[src/rtl/alsu_pkg.sv]
// Shared types for the pipelined ALSU: opcode and priority encodings, the
// stage-1 control bundle, and the invalid-operation rule.
package alsu_pkg;

  typedef enum logic [2:0] {
    OP_OR     = 3'd0,
    OP_XOR    = 3'd1,
    OP_ADD    = 3'd2,
    OP_MULT   = 3'd3,
    OP_SHIFT  = 3'd4,
    OP_ROTATE = 3'd5,
    OP_INV6   = 3'd6,
    OP_INV7   = 3'd7
  } opcode_e;

  typedef enum logic {
    PRI_A = 1'b0,
    PRI_B = 1'b1
  } priority_e;

  typedef struct packed {
    logic    cin;
    logic    serial_in;
    logic    direction;
    logic    red_op_a;
    logic    red_op_b;
    logic    bypass_a;
    logic    bypass_b;
    opcode_e opcode;
  } ctrl_t;

  // Reductions are only meaningful for OR/XOR; any other opcode with a
  // reduction flag is rejected, as are the two unused opcodes.
  function automatic logic is_invalid(input opcode_e opcode,
                                      input logic    red_op_a,
                                      input logic    red_op_b);
    logic red_any;
    red_any = red_op_a | red_op_b;
    return (opcode == OP_INV6) || (opcode == OP_INV7) ||
           (red_any && (opcode != OP_OR) && (opcode != OP_XOR));
  endfunction

endpackage

[src/rtl/alsu_ops.sv]
// Combinational datapath: maps the stage-1 operands/controls plus the current
// result register to the next result and an invalid-operation flag.
module alsu_ops
  import alsu_pkg::*;
#(
  parameter int    WIDTH          = 3,
  parameter string INPUT_PRIORITY = "A",
  parameter string FULL_ADDER     = "ON"
) (
  input  logic [WIDTH-1:0]   a_i,
  input  logic [WIDTH-1:0]   b_i,
  input  logic               cin_i,
  input  logic               serial_in_i,
  input  logic               direction_i,
  input  logic               red_op_a_i,
  input  logic               red_op_b_i,
  input  logic               bypass_a_i,
  input  logic               bypass_b_i,
  input  logic [2:0]         opcode_i,
  input  logic [2*WIDTH-1:0] out_cur_i,
  output logic [2*WIDTH-1:0] out_next_o,
  output logic               invalid_o
);

  localparam int        OW      = 2 * WIDTH;
  localparam priority_e PRI     = (INPUT_PRIORITY == "B") ? PRI_B : PRI_A;
  localparam logic      ADD_CIN = (FULL_ADDER == "ON");

  opcode_e          op;
  logic [OW-1:0]    a_ext;
  logic [OW-1:0]    b_ext;
  logic             red_any;
  logic             sel_b_byp;
  logic             sel_b_red;
  logic [WIDTH-1:0] red_src;

  assign op        = opcode_e'(opcode_i);
  assign a_ext     = {{WIDTH{a_i[WIDTH-1]}}, a_i};
  assign b_ext     = {{WIDTH{b_i[WIDTH-1]}}, b_i};
  assign red_any   = red_op_a_i | red_op_b_i;
  // B wins only when it is the sole flag, or both are set and priority is B.
  assign sel_b_byp = bypass_b_i & (~bypass_a_i | (PRI == PRI_B));
  assign sel_b_red = red_op_b_i & (~red_op_a_i | (PRI == PRI_B));
  assign red_src   = sel_b_red ? b_i : a_i;

  always_comb begin
    // NOTE: every output gets a default first so no path leaves it unassigned
    // (which would infer a latch).
    out_next_o = '0;
    invalid_o  = 1'b0;
    if (bypass_a_i || bypass_b_i) begin
      out_next_o = sel_b_byp ? b_ext : a_ext;
    end else if (is_invalid(op, red_op_a_i, red_op_b_i)) begin
      invalid_o = 1'b1;
    end else begin
      case (op)
        OP_OR:     out_next_o = red_any ? OW'(|red_src) : (a_ext | b_ext);
        OP_XOR:    out_next_o = red_any ? OW'(^red_src) : (a_ext ^ b_ext);
        OP_ADD:    out_next_o = a_ext + b_ext + OW'(cin_i & ADD_CIN);
        OP_MULT:   out_next_o = a_ext * b_ext;
        OP_SHIFT:  out_next_o = direction_i ? {out_cur_i[OW-2:0], serial_in_i}
                                            : {serial_in_i, out_cur_i[OW-1:1]};
        OP_ROTATE: out_next_o = direction_i ? {out_cur_i[OW-2:0], out_cur_i[OW-1]}
                                            : {out_cur_i[0], out_cur_i[OW-1:1]};
        default:   out_next_o = '0;
      endcase
    end
  end

endmodule

[src/rtl/alsu_pipe.sv]
// Two-stage pipelined ALSU: stage 1 registers qualified inputs, stage 2
// registers the result, valid pulse, LED blink pattern and error counter.
module alsu_pipe
  import alsu_pkg::*;
#(
  parameter int    WIDTH          = 3,
  parameter string INPUT_PRIORITY = "A",
  parameter string FULL_ADDER     = "ON",
  parameter int    LED_W          = 16,
  parameter int    ERRCNT_W       = 8
) (
  input  logic                      clk,
  input  logic                      rst,
  input  logic                      in_valid,
  input  logic                      cin,
  input  logic                      serial_in,
  input  logic                      direction,
  input  logic                      red_op_A,
  input  logic                      red_op_B,
  input  logic                      bypass_A,
  input  logic                      bypass_B,
  input  logic [2:0]                opcode,
  input  logic signed [WIDTH-1:0]   A,
  input  logic signed [WIDTH-1:0]   B,
  output logic signed [2*WIDTH-1:0] out,
  output logic                      out_valid,
  output logic [LED_W-1:0]          leds,
  output logic [ERRCNT_W-1:0]       err_count
);

  ctrl_t               s1_ctrl_q, s1_ctrl_d;
  logic [WIDTH-1:0]    s1_a_q;
  logic [WIDTH-1:0]    s1_b_q;
  logic                s1_valid_q;

  logic [2*WIDTH-1:0]  out_q, out_d;
  logic                out_valid_q;
  logic [LED_W-1:0]    leds_q, leds_d;
  logic [ERRCNT_W-1:0] err_q, err_d;

  logic [2*WIDTH-1:0]  ops_out;
  logic                ops_invalid;

  assign s1_ctrl_d = '{cin:       cin,
                       serial_in: serial_in,
                       direction: direction,
                       red_op_a:  red_op_A,
                       red_op_b:  red_op_B,
                       bypass_a:  bypass_A,
                       bypass_b:  bypass_B,
                       opcode:    opcode_e'(opcode)};

  // Stage 1 keeps its operands while idle; only the valid bit drops.
  // NOTE: sequential state uses non-blocking assignments so every register
  // samples pre-edge values regardless of process ordering.
  always_ff @(posedge clk or posedge rst) begin
    if (rst) begin
      s1_ctrl_q  <= '0;
      s1_a_q     <= '0;
      s1_b_q     <= '0;
      s1_valid_q <= 1'b0;
    end else begin
      s1_valid_q <= in_valid;
      if (in_valid) begin
        s1_ctrl_q <= s1_ctrl_d;
        s1_a_q    <= A;
        s1_b_q    <= B;
      end
    end
  end

  alsu_ops #(
    .WIDTH          (WIDTH),
    .INPUT_PRIORITY (INPUT_PRIORITY),
    .FULL_ADDER     (FULL_ADDER)
  ) u_ops (
    .a_i         (s1_a_q),
    .b_i         (s1_b_q),
    .cin_i       (s1_ctrl_q.cin),
    .serial_in_i (s1_ctrl_q.serial_in),
    .direction_i (s1_ctrl_q.direction),
    .red_op_a_i  (s1_ctrl_q.red_op_a),
    .red_op_b_i  (s1_ctrl_q.red_op_b),
    .bypass_a_i  (s1_ctrl_q.bypass_a),
    .bypass_b_i  (s1_ctrl_q.bypass_b),
    .opcode_i    (s1_ctrl_q.opcode),
    .out_cur_i   (out_q),
    .out_next_o  (ops_out),
    .invalid_o   (ops_invalid)
  );

  always_comb begin
    out_d  = out_q;
    leds_d = leds_q;
    err_d  = err_q;
    if (s1_valid_q) begin
      out_d = ops_out;
      if (ops_invalid) begin
        leds_d = ~leds_q;
        if (err_q != '1) begin
          err_d = err_q + ERRCNT_W'(1);
        end
      end else begin
        leds_d = '0;
      end
    end
  end

  always_ff @(posedge clk or posedge rst) begin
    if (rst) begin
      out_q       <= '0;
      out_valid_q <= 1'b0;
      leds_q      <= '0;
      err_q       <= '0;
    end else begin
      out_q       <= out_d;
      out_valid_q <= s1_valid_q;
      leds_q      <= leds_d;
      err_q       <= err_d;
    end
  end

  assign out       = out_q;
  assign out_valid = out_valid_q;
  assign leds      = leds_q;
  assign err_count = err_q;

endmodule

[config.mk]
export PLATFORM = sky130hd
export DESIGN_NAME = alsu_pipe
export DESIGN_NICKNAME = d
export VERILOG_FILES = /design/src/rtl/alsu_pkg.sv /design/src/rtl/alsu_ops.sv /design/src/rtl/alsu_pipe.sv
export SDC_FILE = /design/constraint.sdc
export NUM_CORES = 1
export LEC_CHECK = 0
export CAP_MARGIN = 20
export CORE_MARGIN = 4
export CORE_UTILIZATION = 55
export DETAILED_ROUTE_END_ITERATION = 10
export HOLD_SLACK_MARGIN = 0.15
export PLACE_DENSITY_LB_ADDON = 0.2
export SLEW_MARGIN = 40
export SYNTH_ARGS = -nofsm -noshare
export SYNTH_HDL_FRONTEND = slang
export SYNTH_SLANG_ARGS = --single-unit
[constraint.sdc]
create_clock -name clk -period 6.7 [get_ports clk]
set_clock_uncertainty 0.1 [all_clocks]
set_input_delay 1.005 -clock clk [delete_from_list [all_inputs] [get_ports clk]]
set_output_delay 1.005 -clock clk [all_outputs]
set_load 0.1 [all_outputs]
==> results.md, run 1 <==
* Leakage power at 0.00152 µW
* Max_cap viols at 0
* Slew Limit Fails at 0
* Fill count at 419
* Register-to-register setup slack at 3.65 ns
* Crit. Startpoint: s1_a_q[2]
* Max FO, Critical Path at 8
* Ant diodes at 0
* Final Critical Period at 3.05 ns
* Worst-path clk slew at 0.09 ns
* Hold path startpoint: leds[11]
* Async set-or-reset flop fraction in the synthesized netlist at 100%
* Overall Global Routing Usage at 18.7%
* Crit Path Class: flip-flop to flip-flop
* Commonest non-fill, non-tap cell in the layout: dfrtp_1
* Total grt overflow at 0
* Routed WL per cell at 14.3 µm
* Post-CTS setup buffers at 0
* Total power at 992 µW
* R2R Path End: out[5]
* RSZ-0062 raised after global routing: no
* Die Y at 79.0 µm
* Area of the core at 4820 µm²
* Fmax achieved at 327 MHz
* CP Data Required Time at 6.80 ns
* Vias in the first global route at 1973
* Dpl cell area at 3130 µm²
* Worst slack at placement at 3.64 ns
* Layout cell share with drive strength beyond 1 at 21.8%
* Worst path top cell family by delay: adder cells
* Vias per cell at 5.47
* PostCTS Resize Cnt at 0
* Port Buffers at 49
* First DRT Iteration DRCs at 114
* Area Growth Syn to Fin at 16.4%
* Setup TNS at 0 ns
* Largest cells by area after synthesis: dfrtp_1 (43%), mux2i_1 (8.7%), ha_1 (7.2%)
* Largest area contributor in the netlist: dfrtp_1
* Crit. path cell count at 10
* CP peak stage delay at 0.55 ns
* Routed WL at 5.29 mm
* Largest net degree at the start of global routing at 49
* HPWL Detailed at 3.97 mm
* Final GP Congestion at 0.885
* Syn nets at 300
* Initial antenna violation count at 0
* Synth Warn # at 0
* Layout Utilization at 67.0%
* Status: finished, final reports clean
* Worst R2R Path Depth at 10
* Slew margin rel. at 60.5%
* WP buf/inv at 1
* Synth Register Bits at 48
* Count of cell types in the netlist at 47
* Crit path DAT at 3.16 ns
* Deepest clock path buffer count at 2
* Hold Path Class: flip-flop to flip-flop
* Period utilization at 45.6%
* Least-Margin Pin Slew at 0.590 ns
* CTS Hold Bufs at 0
* CP cell instances: nand2_1 > fa_1 > inv_1 > ha_1 > ha_1 > fa_1 > xnor3_1 > xor2_1 > nand3_1 > a311oi_1
* Register area share after synthesis at 43.3%
* Power density over cell area at 307 nW/µm²
* CP endpoint: out[5]
* Residual DRC at 0
* Antenna viol nets, final at 0
* Clock tree root buffer cell: clkbuf_8
* CTS Sinks at 48
* Synthesized cell area at 2770 µm²
* Post-synth EDFFs at 0
* Worst flop-to-flop path startpoint: s1_a_q[2]
* Die Area at 6240 µm²
* Main synth FF type: dfrtp_1
* Die Width at 79.0 µm
* Commonest cells after routing, fill and taps aside: dfrtp_1 (47), buf_2 (32), nand2_1 (27), mux2i_1 (24)
* Critical path capture point type: flip-flop
* Fin nets at 342
* Final hold viol count at 0
* Drt first pass iters at 4
* Syn Area/Cell at 10.7 µm²
* Clock Latency Late Sink at 0.30 ns
* Yosys top cell area share at 43.3%
* CTS tree: done
* Worst IR Drop VDD at 351 µV
* CTS buffer count at 5
* Initial core utilization at 57.5%
* # rows at 25
* Final setup viols at 0
* Final instance area at 3230 µm²
* Slowest-stage cell, CP: fa_1
* Cells after Synth at 260
* I/O Pins at 50
* CP Launch Type: flip-flop
* H-Tree Depth at 2
* First-pass GRT wire length at 9.27 mm
* Setup ws final at 3.65 ns
* Vias at 2024
[cell families after synthesis]
family,count (synthesis),synth area share (%)
flops,48,43.3
xor+xnor,9,3.34
compound gates,39,10.2
fa+ha+maj,21,10.8
buf+inv,30,4.65
simple gates,74,12.8
mux,39,14.8
[per-layer routing]
layer,wire (µm),vias up,track usage [%]
met5,0,-,0
met3,309,8,3.74
met4,70,0,5.84
met2,2370,57,28.2
met1,2540,956,27.4
li1,-,1003,-
[Yosys cell counts (2+ instances only)]
| library cell | number |
|---|---|
| or2_2 | 3 |
| mux2_2 | 15 |
| fa_1 | 5 |
| nand2_1 | 27 |
| o22ai_1 | 3 |
| nand2b_1 | 3 |
| nor3_1 | 4 |
| buf_2 | 4 |
| a21oi_1 | 2 |
| mux2i_1 | 24 |
| a311oi_1 | 4 |
| nor4_1 | 2 |
| a31oi_1 | 5 |
| inv_1 | 16 |
| clkbuf_1 | 7 |
| nand3_1 | 10 |
| nor2b_1 | 2 |
| dfrtp_1 | 48 |
| ha_1 | 16 |
| o211ai_1 | 2 |
| nor2_1 | 17 |
| xor2_1 | 7 |
| o21ai_0 | 10 |
[worst min path at each step]
stage           endpoint  slack (ns)  depth (start not counted)
2_1_floorplan  out_valid        0.25                          0
3_3_place_gp    leds[14]        0.36                          1
3_5_place_dp    leds[12]        0.36                          1
4_1_cts         leds[12]        0.37                          1
5_1_grt          leds[6]        0.39                          1
6_report        leds[11]        0.37                          1
[through the flow]
step                std cells  hold slack [ns]
floorplan                 260            0.252
global placement          362            0.358
detailed placement        362            0.362
CTS                       370            0.373
global route              370            0.394
finish                    370            0.368
[layout make-up]
cell class	instances	area, µm²	share of cell area (%)
multi-input combinational	182	1450	45.0
sequential	48	1200	37.3
timing repair buffer	49	330	10.2
tap	67	83.8	2.60
clock buffer	6	82.6	2.56
inverter	16	62.6	1.94
clock inverter	2	13.8	0.427
[sequential cells by signal, summed over array words and instances, names as in the netlist]
register    count
s1_a_q          3
out_valid       1
out             6
err_count       8
s1_b_q          3
s1_valid_q      1
s1_ctrl_q      10
leds           16
[report_power, final]
part | internal, µW | switching (µW) | leakage, µW
registers | 329 | 50.2 | 0.000606
clock network | 84.5 | 97.9 | 0.0000516
logic | 112 | 319 | 0.000867
total | 525 | 467 | 0.00152
No activity file was read; power rests on OpenSTA's default activity.
==> inputs of run 2 (changes only) <==
CORE_UTILIZATION = 48   (was 55)
clock period = 2.6 ns   (was 6.7 ns; I/O delays follow)
==> results.md, run 2 (synthesis gave the netlist of run 1 again) <==
* Status: complete, but fails checks
* Failing checks: setup timing
* I/O Pins at 50
* Max FO, Critical Path at 3
* Max_cap viols at 0
* CTS Sinks at 48
* Final Critical Period at 2.74 ns
* CP Data Required Time at 2.72 ns
* Routed WL per cell at 14.8 µm
* CP cell instances: ha_2 > inv_2 > fa_1 > fa_2 > inv_2 > ha_4 > fa_2 > xnor3_1 > xor2_1 > nand3_1 > a311oi_1
* Initial core utilization at 50.0%
* Vias in the first global route at 2077
* Period utilization at 105%
* HPWL Detailed at 4.51 mm
* Residual DRC at 0
* Clock tree root buffer cell: clkbuf_8
* Vias per cell at 5.30
* Ant diodes at 0
* Commonest cells after routing, fill and taps aside: buf_4 (52), dfrtp_1 (47), mux2i_1 (24), nand2_1 (24), clkdlybuf4s50_1 (18)
* Die Width at 84.0 µm
* Placed insts at 386
* H-Tree Depth at 2
* Commonest non-fill, non-tap cell in the layout: buf_4
* Clock Latency Late Sink at 0.31 ns
* Final instance area at 3580 µm²
* Initial antenna violation count at 0
* CP Launch Type: flip-flop
* Area Growth Syn to Fin at 29.1%
* Crit path DAT at 2.86 ns
* Fmax achieved at 365 MHz
* RSZ-0062 raised after global routing: yes
* Leakage power at 0.00166 µW
* Fin nets at 364
* Worst-path clk slew at 0.09 ns
* Slew margin rel. at 64.8%
* First-pass GRT wire length at 10.1 mm
* CTS tree: done
* WP buf/inv at 2
* Worst R2R Path Depth at 11
* Setup ws final at -0.142 ns
* Drt first pass iters at 4
* Final setup viols at 2
* Final GP Congestion at 0.823
* Total grt overflow at 0
* Power density over cell area at 800 nW/µm²
* Critical path capture point type: flip-flop
* Filler-free cell count of the finished design at 397
* Layout cell share with drive strength beyond 1 at 31.1%
* Least-Margin Pin Slew at 0.526 ns
* Worst IR Drop VDD at 761 µV
* Cell Int Power at 1620 µW
* Area of the core at 5540 µm²
* Switch Pwr at 1240 µW
* Max reg flops at 16
* Total power at 2860 µW
* Crit Path Class: flip-flop to flip-flop
* Antenna viol nets, final at 0
* Dpl cell area at 3380 µm²
* Layout Utilization at 64.6%
* Combinational Power Share at 43.5%
* CP peak stage delay at 0.50 ns
* Routed WL at 5.86 mm
* Slowest-stage cell, CP: fa_1
* Largest net degree at the start of global routing at 27
* Vias at 2106
* Port Buffers at 49
* Flop pwr share at 33.8%
* Hold Path Class: input port to asynchronous set/reset pin
* Crit. path cell count at 11
* # rows at 27
* Clock power share at 22.8%
* First DRT Iteration DRCs at 83
* Worst slack at placement at -0.195 ns
* CTS buffer count at 5
* Slew Limit Fails at 0
* Overall Global Routing Usage at 17.5%
* Worst path top cell family by delay: adder cells
* Die Area at 7050 µm²
* Deepest clock path buffer count at 2
* Switching share of power at 43.4%
* Die Y at 84.0 µm
* Final hold viol count at 0
==> run 2: power by group through the flow <==
stage	Combinational, µW	Sequential, µW	Clock (µW)
finish	1240	966	651
global route	1320	986	689
floorplan	390	1520	0
global placement	1210	977	0
detailed placement	1220	982	0
CTS	1240	967	658
==> run 2: repair_timing <==
action | in CTS | in global routing
resized for setup | 8 | 4
pin swaps | 9 | 4
hold buffers | 0 | 0
setup buffers | 3 | 0
setup endpoints to repair | 2 | 2
==> run 2: per-stage QoR <==
| step | hold slack [ns] | TNS [ns] |
|---|---|---|
| finish | 0.317 | -0.159 |
| detailed placement | 0.367 | -0.255 |
| CTS | 0.336 | -0.190 |
| global placement | 0.360 | -0.139 |
| global route | 0.358 | -0.348 |
| floorplan | 0.252 | -0.148 |
==> run 2: final timing paths <==
check | to | startpoint | slack [ns]
max in group asynchronous | leds[13] | rst | 1.58
worst min register to register | leds[3] | leds[3] | 0.37
worst max-delay path | out[5] | s1_a_q[1] | -0.14
min in group clk | leds[3] | leds[3] | 0.37
worst min-delay path | leds[9] | rst | 0.32
worst max register to register | out[5] | s1_a_q[1] | -0.14
==> run 2: per-layer routing <==
layer / share of wire (%) / GRT usage, % / routed length, µm
met2: 47 / 27.8 / 2750
met4: 1.1 / 4.09 / 63
met3: 6.7 / 5.43 / 390
met1: 45 / 23.6 / 2660
met5: 0 / 0 / 0
==> run 2: cell type report <==
cell class / instances / area (µm²)
clock buffers: 5 / 68.8
clock inverters: 3 / 68.8
fillers: 465 / 1960
inverters: 16 / 60.1
multi-input cells: 182 / 1500
flip-flops and latches: 48 / 1200
well taps: 72 / 90.1
repair buffers: 71 / 591
==> run 2: worst register-to-register path, stage by stage (launching register included) <==
cell      delay, ns
dfrtp_1        0.41
ha_2           0.21
inv_2          0.04
fa_1           0.50
fa_2           0.20
inv_2          0.04
ha_4           0.14
fa_2           0.32
xnor3_1        0.21
xor2_1         0.14
nand3_1        0.08
a311oi_1       0.27
==> inputs of run 3 (changes only) <==
ABC_CLOCK_PERIOD_IN_PS = 2600   (was unset)
==> results of run 3 <==
Same layout as run 2: the final DEF is identical, and so are final timing and power.
